--- src/rtl/encoder_pkg.sv ---
// Frame layout shared by the UART packet encoder and its far-end decoder.
// Control byte sits directly above the two pattern fields.
package encoder_pkg;

  localparam int unsigned CtrlW = 8;

  typedef struct packed {
    logic [3:0] sel_out;
    logic       rsvd;
    logic       mode;
    logic       stop;
    logic       start;
  } ctrl_t;

  function automatic int unsigned freq_index(input int unsigned data_bit);
    return data_bit;
  endfunction

  function automatic int unsigned ctrl_index(input int unsigned data_bit);
    return 2 * data_bit;
  endfunction

  function automatic int unsigned pack_bit(input int unsigned pack_num);
    return 8 * pack_num;
  endfunction

endpackage

--- src/rtl/encoder_if.sv ---
// Pattern/control inputs and uart_tx handshake of the packet encoder.
interface encoder_if #(
  parameter int unsigned DATA_BIT = 32
);
  logic [DATA_BIT-1:0] i_output_pattern;
  logic [DATA_BIT-1:0] i_freq_pattern;
  logic                i_start;
  logic                i_stop;
  logic                i_mode;
  logic [3:0]          i_sel_out;
  logic                i_load_tick;
  logic                i_tx_done_tick;
  logic [7:0]          o_tx_data;
  logic                o_tx_start_tick;
  logic                o_busy;
  logic                o_done_tick;

  modport master (
    output i_output_pattern, i_freq_pattern, i_start, i_stop, i_mode, i_sel_out,
    output i_load_tick, i_tx_done_tick,
    input  o_tx_data, o_tx_start_tick, o_busy, o_done_tick
  );

  modport slave (
    input  i_output_pattern, i_freq_pattern, i_start, i_stop, i_mode, i_sel_out,
    input  i_load_tick, i_tx_done_tick,
    output o_tx_data, o_tx_start_tick, o_busy, o_done_tick
  );
endinterface

--- src/rtl/encoder.sv ---
// Packs one pattern/control set into a PACK_NUM-byte frame and feeds uart_tx LSB byte first.
// Single FSMD: buffer shifts right one byte per completed transmission.
module encoder
  import encoder_pkg::*;
#(
  parameter int unsigned DATA_BIT = 32,
  parameter int unsigned PACK_NUM = 9
) (
  input logic      clk,
  input logic      rst,
  encoder_if.slave bus
);

  localparam int unsigned PackBit   = pack_bit(PACK_NUM);
  localparam int unsigned FreqIndex = freq_index(DATA_BIT);
  localparam int unsigned CtrlIndex = ctrl_index(DATA_BIT);
  localparam int unsigned CntW      = (PACK_NUM > 1) ? $clog2(PACK_NUM) : 1;
  localparam logic [CntW-1:0] LastCnt = CntW'(PACK_NUM - 1);

  if (PackBit < CtrlIndex + CtrlW) begin : g_size_check
    $error("encoder: PACK_NUM too small to hold both patterns and the control byte");
  end

  typedef enum logic [1:0] {StIdle, StSend, StWait, StDone} state_e;

  state_e              state_q;
  logic [PackBit-1:0]  buf_q;
  logic [CntW-1:0]     cnt_q;
  logic                start_q;
  logic                done_q;
  logic                busy_q;
  logic [PackBit-1:0]  frame;
  ctrl_t               ctrl;

  always_comb begin
    ctrl         = '0;
    ctrl.start   = bus.i_start;
    ctrl.stop    = bus.i_stop;
    ctrl.mode    = bus.i_mode;
    ctrl.sel_out = bus.i_sel_out;
    frame                          = '0;
    frame[DATA_BIT-1:0]            = bus.i_output_pattern;
    frame[FreqIndex +: DATA_BIT]   = bus.i_freq_pattern;
    frame[CtrlIndex +: CtrlW]      = ctrl;
  end

  // Strobe and busy flags are set on the transition so they mirror the state they decode.
  always_ff @(posedge clk or posedge rst) begin
    if (rst) begin
      state_q <= StIdle;
      buf_q   <= '0;
      cnt_q   <= '0;
      start_q <= 1'b0;
      done_q  <= 1'b0;
      busy_q  <= 1'b0;
    end else begin
      start_q <= 1'b0;
      done_q  <= 1'b0;
      unique case (state_q)
        StIdle: begin
          if (bus.i_load_tick) begin
            buf_q   <= frame;
            cnt_q   <= '0;
            state_q <= StSend;
            start_q <= 1'b1;
            busy_q  <= 1'b1;
          end
        end
        StSend: state_q <= StWait;
        StWait: begin
          if (bus.i_tx_done_tick) begin
            if (cnt_q == LastCnt) begin
              state_q <= StDone;
              done_q  <= 1'b1;
            end else begin
              buf_q   <= buf_q >> 8;
              cnt_q   <= cnt_q + 1'b1;
              state_q <= StSend;
              start_q <= 1'b1;
            end
          end
        end
        StDone: begin
          state_q <= StIdle;
          busy_q  <= 1'b0;
        end
        default: state_q <= StIdle;
      endcase
    end
  end

  assign bus.o_tx_data       = buf_q[7:0];
  assign bus.o_tx_start_tick = start_q;
  assign bus.o_busy          = busy_q;
  assign bus.o_done_tick     = done_q;

endmodule
--- src/flat_wrapper.sv ---
// flat-port wrapper written by rule: the top's interface ports become plain ports
module encoder_flat import encoder_pkg::*;
#(
  parameter int unsigned DATA_BIT = 32,
  parameter int unsigned PACK_NUM = 9
)
  (clk, rst, bus_i_output_pattern, bus_i_freq_pattern, bus_i_start, bus_i_stop, bus_i_mode, bus_i_sel_out, bus_i_load_tick, bus_i_tx_done_tick, bus_o_tx_data, bus_o_tx_start_tick, bus_o_busy, bus_o_done_tick);
  encoder_if #(.DATA_BIT(DATA_BIT)) bus_i ();
  input logic clk;
  input logic rst;
  input wire logic [$bits(bus_i.i_output_pattern)-1:0] bus_i_output_pattern;
  input wire logic [$bits(bus_i.i_freq_pattern)-1:0] bus_i_freq_pattern;
  input wire logic [$bits(bus_i.i_start)-1:0] bus_i_start;
  input wire logic [$bits(bus_i.i_stop)-1:0] bus_i_stop;
  input wire logic [$bits(bus_i.i_mode)-1:0] bus_i_mode;
  input wire logic [$bits(bus_i.i_sel_out)-1:0] bus_i_sel_out;
  input wire logic [$bits(bus_i.i_load_tick)-1:0] bus_i_load_tick;
  input wire logic [$bits(bus_i.i_tx_done_tick)-1:0] bus_i_tx_done_tick;
  output wire logic [$bits(bus_i.o_tx_data)-1:0] bus_o_tx_data;
  output wire logic [$bits(bus_i.o_tx_start_tick)-1:0] bus_o_tx_start_tick;
  output wire logic [$bits(bus_i.o_busy)-1:0] bus_o_busy;
  output wire logic [$bits(bus_i.o_done_tick)-1:0] bus_o_done_tick;
  assign bus_i.i_output_pattern = bus_i_output_pattern;
  assign bus_i.i_freq_pattern = bus_i_freq_pattern;
  assign bus_i.i_start = bus_i_start;
  assign bus_i.i_stop = bus_i_stop;
  assign bus_i.i_mode = bus_i_mode;
  assign bus_i.i_sel_out = bus_i_sel_out;
  assign bus_i.i_load_tick = bus_i_load_tick;
  assign bus_i.i_tx_done_tick = bus_i_tx_done_tick;
  assign bus_o_tx_data = bus_i.o_tx_data;
  assign bus_o_tx_start_tick = bus_i.o_tx_start_tick;
  assign bus_o_busy = bus_i.o_busy;
  assign bus_o_done_tick = bus_i.o_done_tick;
  encoder #(.DATA_BIT(DATA_BIT), .PACK_NUM(PACK_NUM)) u_core (.clk(clk), .rst(rst), .bus(bus_i));
endmodule
--- config.mk ---
export PLATFORM = sky130hd
export DESIGN_NAME = encoder_flat
export DESIGN_NICKNAME = d
export VERILOG_FILES = /design/src/rtl/encoder_pkg.sv /design/src/rtl/encoder_if.sv /design/src/rtl/encoder.sv /design/src/flat_wrapper.sv
export SDC_FILE = /design/constraint.sdc
export NUM_CORES = 1
export LEC_CHECK = 0
export CELL_PAD_IN_SITES_DETAIL_PLACEMENT = 1
export CELL_PAD_IN_SITES_GLOBAL_PLACEMENT = 2
export CORE_MARGIN = 2
export CORE_UTILIZATION = 36
export DETAILED_ROUTE_END_ITERATION = 12
export GPL_TIMING_DRIVEN = 0
export PLACE_DENSITY = 0.9
export SETUP_SLACK_MARGIN = 0.4
export SLEW_MARGIN = 20
export SYNTH_ARGS = -nofsm -noshare
export SYNTH_HDL_FRONTEND = slang
export SYNTH_SLANG_ARGS = --single-unit
--- constraint.sdc ---
create_clock -name clk -period 3 [get_ports clk]
set_input_delay 0.3 -clock clk [delete_from_list [all_inputs] [get_ports clk]]
set_output_delay 0.3 -clock clk [all_outputs]
set_load 0.05 [all_outputs]
==> results.md, run 1 <==
- Core ar.: ~11000 sq um
- Switching share of power: 0.3138
- RSZ-0062 raised after global routing: false
- Port bufs: 84
- CTS buffer count: 9
- Worst vdd ir: just over 0.0005 V
- Endpoints failing setup: 0
- CP max-delay cell: dfrtp_1
- Post-route cell area: roughly 5500 sq um
- Post-synth top flop: dfrtp_1
- Drt wl/cell: between 15 and 20 um
- Share of power burned in registers: 0.342
- Netlist cell types: 35
- H-tree levels: 3
- Fraction of layout cells with a size suffix above 1: 0.4441
- Die X: between 100 and 150 um
- Total routed wirelength: approximately 9.6 mm
- Syn Area/Cell: roughly 15 sq um
- Avg Vias per Cell: ~4.8
- Worst Hold Class: input pin to register
- Vias in the first global route: slightly below 3000
- Worst path cell trace: inv_1 -> ha_1 -> and3b_1 -> a211o_1 -> buf_6 -> inv_6 -> buf_12 -> buf_12 -> mux2_4
- Num rows: 39
- Synth async-reset ratio: 1.000
- Die area: ~12000 sq um
- Status: finished clean
- Starting Density: 0.3643
- Worst clock skew: ~0.0080 ns
- Clock latency on the worst-skew pair: between 0.3 and 0.4 ns
- Post-synth top cells: mux2_2, dfrtp_1, mux2_4
- Clock sink total: 80
- Pin count of the biggest net entering global routing: 44
- CTS max path bufs: 2
- Slew Limit Fails: 0
- Placed inst area: a little over 5000 sq um
- Crit-path max FO: 10
- CP Launch Type: register
- Synthesis Warnings: 0
- Fin. Hold Viols: 0
- Flop and latch count out of synthesis: 80
- Post-synthesis sequential area ratio: 0.4875
- Internal power: between 3000 and 4000 uW
- Layout area overhead: 33.21%
- Most frequent cell after synthesis: mux2_2
- First-pass GRT wire length: around 16 mm
- Initial DRC Count: 30
- Min Tclk post-route: between 2 and 2.5 ns
- Slew headroom: 0.2291
- Worst EP required: 3.21 ns
- Place WS: 0.7828 ns
- Psw: approximately 1800 uW
- DIE HEIGHT: 110.8 um
- Largest area contributor in the netlist: dfrtp_1
- Ant. Diodes: 0
- Crit path top cell by count: buf_12
- Fin worst setup slack: between 0.7 and 0.8 ns
- GRT Overall Usage: 0.1655
- Worst-path clk slew: 0.06 ns
- R2r endpoint: u_core.buf_q[44]$_DFFE_PP0P_
- # nets final: around 450
- Crit share post-route: 0.7429
- Gpl congestion: ~0.76
- Drt drc: 0
- Max-cap violations: 0
- Initial antenna violation count: 0
- Setup TNS: 0 ns
- CP Data Arrival Time: 2.44 ns
- Hold path depth: 3
- PwrDens: 1025 nW/um^2
- Worst r2r path cells: 9
- Syn Inst Count: about 280
- Worst Tran Pin Value: 1.154 ns
- CTS tree: yes
- Post-CTS resize count: 0
- Clock power share: 0.212
- Top area cells in the synthesized netlist: dfrtp_1, mux2_2, mux2_4, buf_12, buf_4
- Post-synth top area share: 0.4875
- ANT nets after route: 0
- Max incr delay on CP: roughly 0.42 ns
- Hold Buf Count CTS: 0
- Comb pwr share: 0.446
- R2R Path Start: u_core.cnt_q[0]$_DFFE_PP0P_
- Overflow after GRT: 0
- HPWL after detailed placement: about 6.9 mm
- Critical path class: register to register
- Worst hold start: bus_i_tx_done_tick
- Hold worst-path end: u_core.cnt_q[2]$_DFFE_PP0P_
- Setup Buffers After CTS: 0
- Leakage: between 0.002 and 0.0025 uW
- Synth Cell Area: 4106 sq um
- Routed vias: around 2500
- Overall power: 5609 uW
- Clk root buf: clkbuf_16
- Number of synthesized flops with an enable pin: 0
- Initial DRT Pass Iterations: 4
- CP endpoint kind: register
- Worst R2R Setup Slack: between 0.7 and 0.8 ns
- Io pins: between 80 and 90
- Synthesized Nets: 352
- FMAX: around 450 MHz
-- how the worst max path moves through the flow --
stage | from | to | cells past startpoint
floorplan | rst | u_core.buf_q[0]$_DFFE_PP0P_ | 1
global placement | rst | u_core.buf_q[20]$_DFFE_PP0P_ | 2
detailed placement | bus_i_load_tick | u_core.buf_q[41]$_DFFE_PP0P_ | 8
CTS | u_core.cnt_q[0]$_DFFE_PP0P_ | u_core.buf_q[44]$_DFFE_PP0P_ | 9
global route | u_core.cnt_q[0]$_DFFE_PP0P_ | u_core.buf_q[42]$_DFFE_PP0P_ | 9
finish | u_core.cnt_q[0]$_DFFE_PP0P_ | u_core.buf_q[44]$_DFFE_PP0P_ | 9
-- kinds of logic (layout without fill, tap and decap cells) --
kind of cell | after synthesis | in the layout | synth area share
and+or+nand+nor | 10 | 10 | 0.01524
AOI/OAI and AO/OA | 19 | 19 | 0.03626
muxes | 129 | 129 | 0.3876
buffers and inverters | 35 | 136 | 0.06734
adders and majority gates | 2 | 2 | 0.006093
DFF | 80 | 80 | 0.4875
-- registers in the layout, indices dropped and copies added (netlist names) --
name and flops:
u_core.buf_q 71, u_core.cnt_q 4, u_core.bus.o_busy 1, u_core.bus.o_done_tick 1, u_core.bus.o_tx_start_tick 1, u_core.state_q 2
-- per-layer routing --
layer	track usage	vias up	share of wire
met5	0	-	0
met4	0.05000	0	0.011
met3	0.03609	7	0.036
met2	0.2863	56	0.51
met1	0.2077	1266	0.44
li1	-	1180	-
-- stage by stage --
step / instances / hold WS, ns / utilization
after floorplan: 275 / 0.4325 / -
after global placement: 502 / 0.4851 / 0.4548
after detailed placement: 503 / 0.4923 / 0.4568
after CTS: 519 / 0.3082 / 0.4853
after global routing: 519 / 0.3368 / 0.4853
final: 519 / 0.3186 / 0.4853
-- layout by cell type, fill, tap and decap left out, types with 2 or more instances in the layout --
cell type and count:
buf_12 6, clkinv_2 2, mux2_4 37, nand3_1 2, inv_1 6, clkdlybuf4s50_1 84, buf_6 2, buf_2 4
clkbuf_16 9, mux2i_1 2, dfrtp_1 80, mux2_2 89, bufinv_16 2, clkbuf_1 5, buf_4 10, o21ai_0 2
inv_6 2, a22o_1 8, ha_1 2
-- worst max-delay path: cells and delay by family, from the launching register on --
| family | cells | cell delay [ns] |
|---|---|---|
| DFF | 1 | 0.42 |
| muxes | 1 | 0.31 |
| buffers and inverters | 5 | 0.62 |
| and+or+nand+nor | 1 | 0.22 |
| AOI/OAI and AO/OA | 1 | 0.32 |
| adders and majority gates | 1 | 0.22 |
-- power by group through the flow --
stage / Sequential [uW] / Combinational [uW] / Clock, uW
after CTS: 1930 / 2550 / 1220
after detailed placement: 1930 / 2520 / 0
after floorplan: 1850 / 1960 / 0
after global routing: 1990 / 2690 / 1260
final: 1920 / 2500 / 1190
after global placement: 1910 / 2430 / 0
-- cell type report --
type / instances / area [sq um]
plain buffers: 27 / 241.5
clock buffers: 11 / 242.7
clock inverters: 5 / 78.83
fillers: 1169 / 5802
inverters: 8 / 37.54
multi-input cells: 160 / 1828
flip-flops and latches: 80 / 2002
well taps: 143 / 178.9
repair buffers: 85 / 860.8
(Power assumes the default switching activity.)
==> inputs of run 2 (changes only) <==
Settings changed: CORE_UTILIZATION 36 to 32, PLACE_DENSITY 0.9 to 0.85.
Clock period 3 ns to 2 ns, I/O delays scaled along.
==> run 2 against run 1 <==
Die area grew 12%. Clock-buffer cell count shrank 2. Final cell count grew 9.2%. Non-clock buffer count grew 19. Clock power grew 47%. Via count grew 3.1%. Register-to-register slack lost 0.76 ns. First-iteration DRC count grew 140%. Fmax grew 12%. Setup slack lost 0.76 ns. Sequential share of layout area shrank 2.5 points. Sequential cell count is the same. Highest routed layer unchanged.
==> results.md, run 2 (same netlist as run 1, synthesis figures left out) <==
- Overflow after GRT: 0
- CP startpoint: u_core.cnt_q[1]$_DFFE_PP0P_
- Clock sink total: 80
- DIE HEIGHT: 117.3 um
- Hold Buf Count CTS: 0
- Status: finished clean
- Vias in the first global route: 2908
- Endpoints failing setup: 0
- CTS max path bufs: 2
- Gpl congestion: 0.7242
- Sequential Area: 2002 sq um
- Crit share post-route: 0.9964
- Crit-path max FO: 5
- CP Launch Type: register
- Core Util, Final: 0.4678
- PwrDens: 1521 nW/um^2
- CTS tree: yes
- CTS buffer count: 9
- RSZ-0062 raised after global routing: true
- CP endpoint kind: register
- Layout area overhead: 43.17%
- Slew headroom: 0.5223
- Num rows: between 40 and 50
- FMAX: ~500 MHz
- Worst-path clk slew: 0.06 ns
- Min Tclk post-route: between 1.5 and 2 ns
- H-tree levels: 3
- Core ar.: 12570 sq um
- Worst EP required: 2.21 ns
- Fin worst setup slack: 0.007214 ns
- Multi-input logic area: 1913 sq um
- HPWL after detailed placement: 6.946 mm
- ANT nets after route: 0
- Biggest regs: u_core.buf_q x71, u_core.cnt_q x4, u_core.state_q x2
- Routed vias: between 2000 and 3000
- Die X: roughly 120 um
- Worst Hold Class: input pin to register
- Avg Vias per Cell: 4.563
- Pin count of the biggest net entering global routing: 31
- Layout filler cell count: between 1000 and 1500
- Drt wl/cell: between 15 and 20 um
- Overall power: a little under 9000 uW
- Clk root buf: clkbuf_16
- CP Data Arrival Time: roughly 2.2 ns
- Worst Tran Pin Value: 0.7150 ns
- Slew Limit Fails: 0
- Worst clock skew: a little under 0.007 ns
- Worst R2R Setup Slack: 0.007 ns
- Most common cell after layout, fill and taps aside: dfrtp_1
- Initial DRT Pass Iterations: 4
- Initial DRC Count: 73
- Fraction of layout cells with a size suffix above 1: 0.5013
- GRT Overall Usage: 0.1440
- Crit path to: u_core.buf_q[19]$_DFFE_PP0P_
- Total routed wirelength: roughly 10 mm
- Max reg flops: 71
- Clock latency on the worst-skew pair: ~0.32 ns
- Commonest non-fill, non-tap cells in the layout: dfrtp_1, mux2_2, clkdlybuf4s50_1, mux2_4, buf_4
- Io pins: 86
- Drt drc: 0
- Place WS: -0.1472 ns
- Max-cap violations: 0
- Initial antenna violation count: 0
- Starting Density: 0.3267
- Critical path class: register to register
- R2R Path Start: u_core.cnt_q[1]$_DFFE_PP0P_
- Die area: 13750 sq um
- Biggest register: u_core.buf_q
- Fin. Hold Viols: 0
- # nets final: ~470
- Worst vdd ir: 0.0005618 V
- Port bufs: between 80 and 90
- Leakage: 0.002592 uW
- Ant. Diodes: 0
- Worst r2r path cells: 9
- First-pass GRT wire length: 14.98 mm
- R2r endpoint: u_core.buf_q[19]$_DFFE_PP0P_
## run 2: changes by cell type in the layout (fill, tap and decap cells not counted), moves of 5 or more
cell	previous run	this run
clkdlybuf4s50_1	84	73
mux2_4	37	53
mux2_2	89	73
dlygate4sd2_1	0	11
buf_4	10	21
clkbuf_1	5	0
## run 2: where the power goes
part | switching, uW | internal (uW)
registers | 455 | 2420
logic | 1670 | 2640
clock network | 659 | 1100
## run 2: area by class of cell
cell class	instances	area share
flip-flops and latches	80	0.3405
multi-input cells	160	0.3254
repair buffers	104	0.1898
plain buffers	27	0.04512
clock buffers	9	0.03831
well taps	172	0.03660
clock inverters	7	0.01639
inverters	8	0.007874
## run 2: worst min path at each step
stage	cells after the start	end	start
floorplan	1	u_core.buf_q[59]$_DFFE_PP0P_	bus_i_freq_pattern[27]
global placement	1	u_core.buf_q[69]$_DFFE_PP0P_	u_core.buf_q[69]$_DFFE_PP0P_
detailed placement	1	u_core.buf_q[71]$_DFFE_PP0P_	u_core.buf_q[71]$_DFFE_PP0P_
CTS	3	u_core.cnt_q[2]$_DFFE_PP0P_	bus_i_tx_done_tick
global route	3	u_core.cnt_q[2]$_DFFE_PP0P_	bus_i_tx_done_tick
finish	3	u_core.cnt_q[2]$_DFFE_PP0P_	bus_i_tx_done_tick
## run 2: worst max-delay path: stages (launching register included)
cell	delay, ns
dfrtp_1	0.37
inv_2	0.06
ha_4	0.15
and3b_2	0.20
a211o_1	0.31
buf_6	0.14
clkinv_8	0.06
buf_12	0.13
clkbuf_16	0.15
mux2_4	0.30
## run 2: repair_timing
item | 4_1_cts | 5_1_grt
cloned | 1 | 4
resized for setup | 24 | 26
pin swaps | 0 | 3
setup endpoints to repair | 89 | 74
buffers inserted | 7 | 6
## run 2: per-layer routing
metal	vias to the layer above	track usage	wire length, um
met4	0	0.03294	82
met3	7	0.02626	288
li1	1216	-	-
met5	-	0	0
met2	58	0.2571	4976
met1	1306	0.1810	4470
## run 2: stage by stage
step	instance area [sq um]	hold slack [ns]	instances	setup TNS, ns
6_report	5879	0.2315	567	0
5_1_grt	5879	0.2468	567	-1.037
4_1_cts	5625	0.2261	557	0
3_5_place_dp	5209	0.4889	533	-5.854
3_3_place_gp	5169	0.4846	531	-9.777
2_1_floorplan	4113	0.3325	275	0
==> inputs of run 3 (changes only) <==
Settings changed: CTS_CLUSTER_DIAMETER set to 150.
==> results of run 3 <==
Final layout, timing and power as in run 2 (identical DEF).
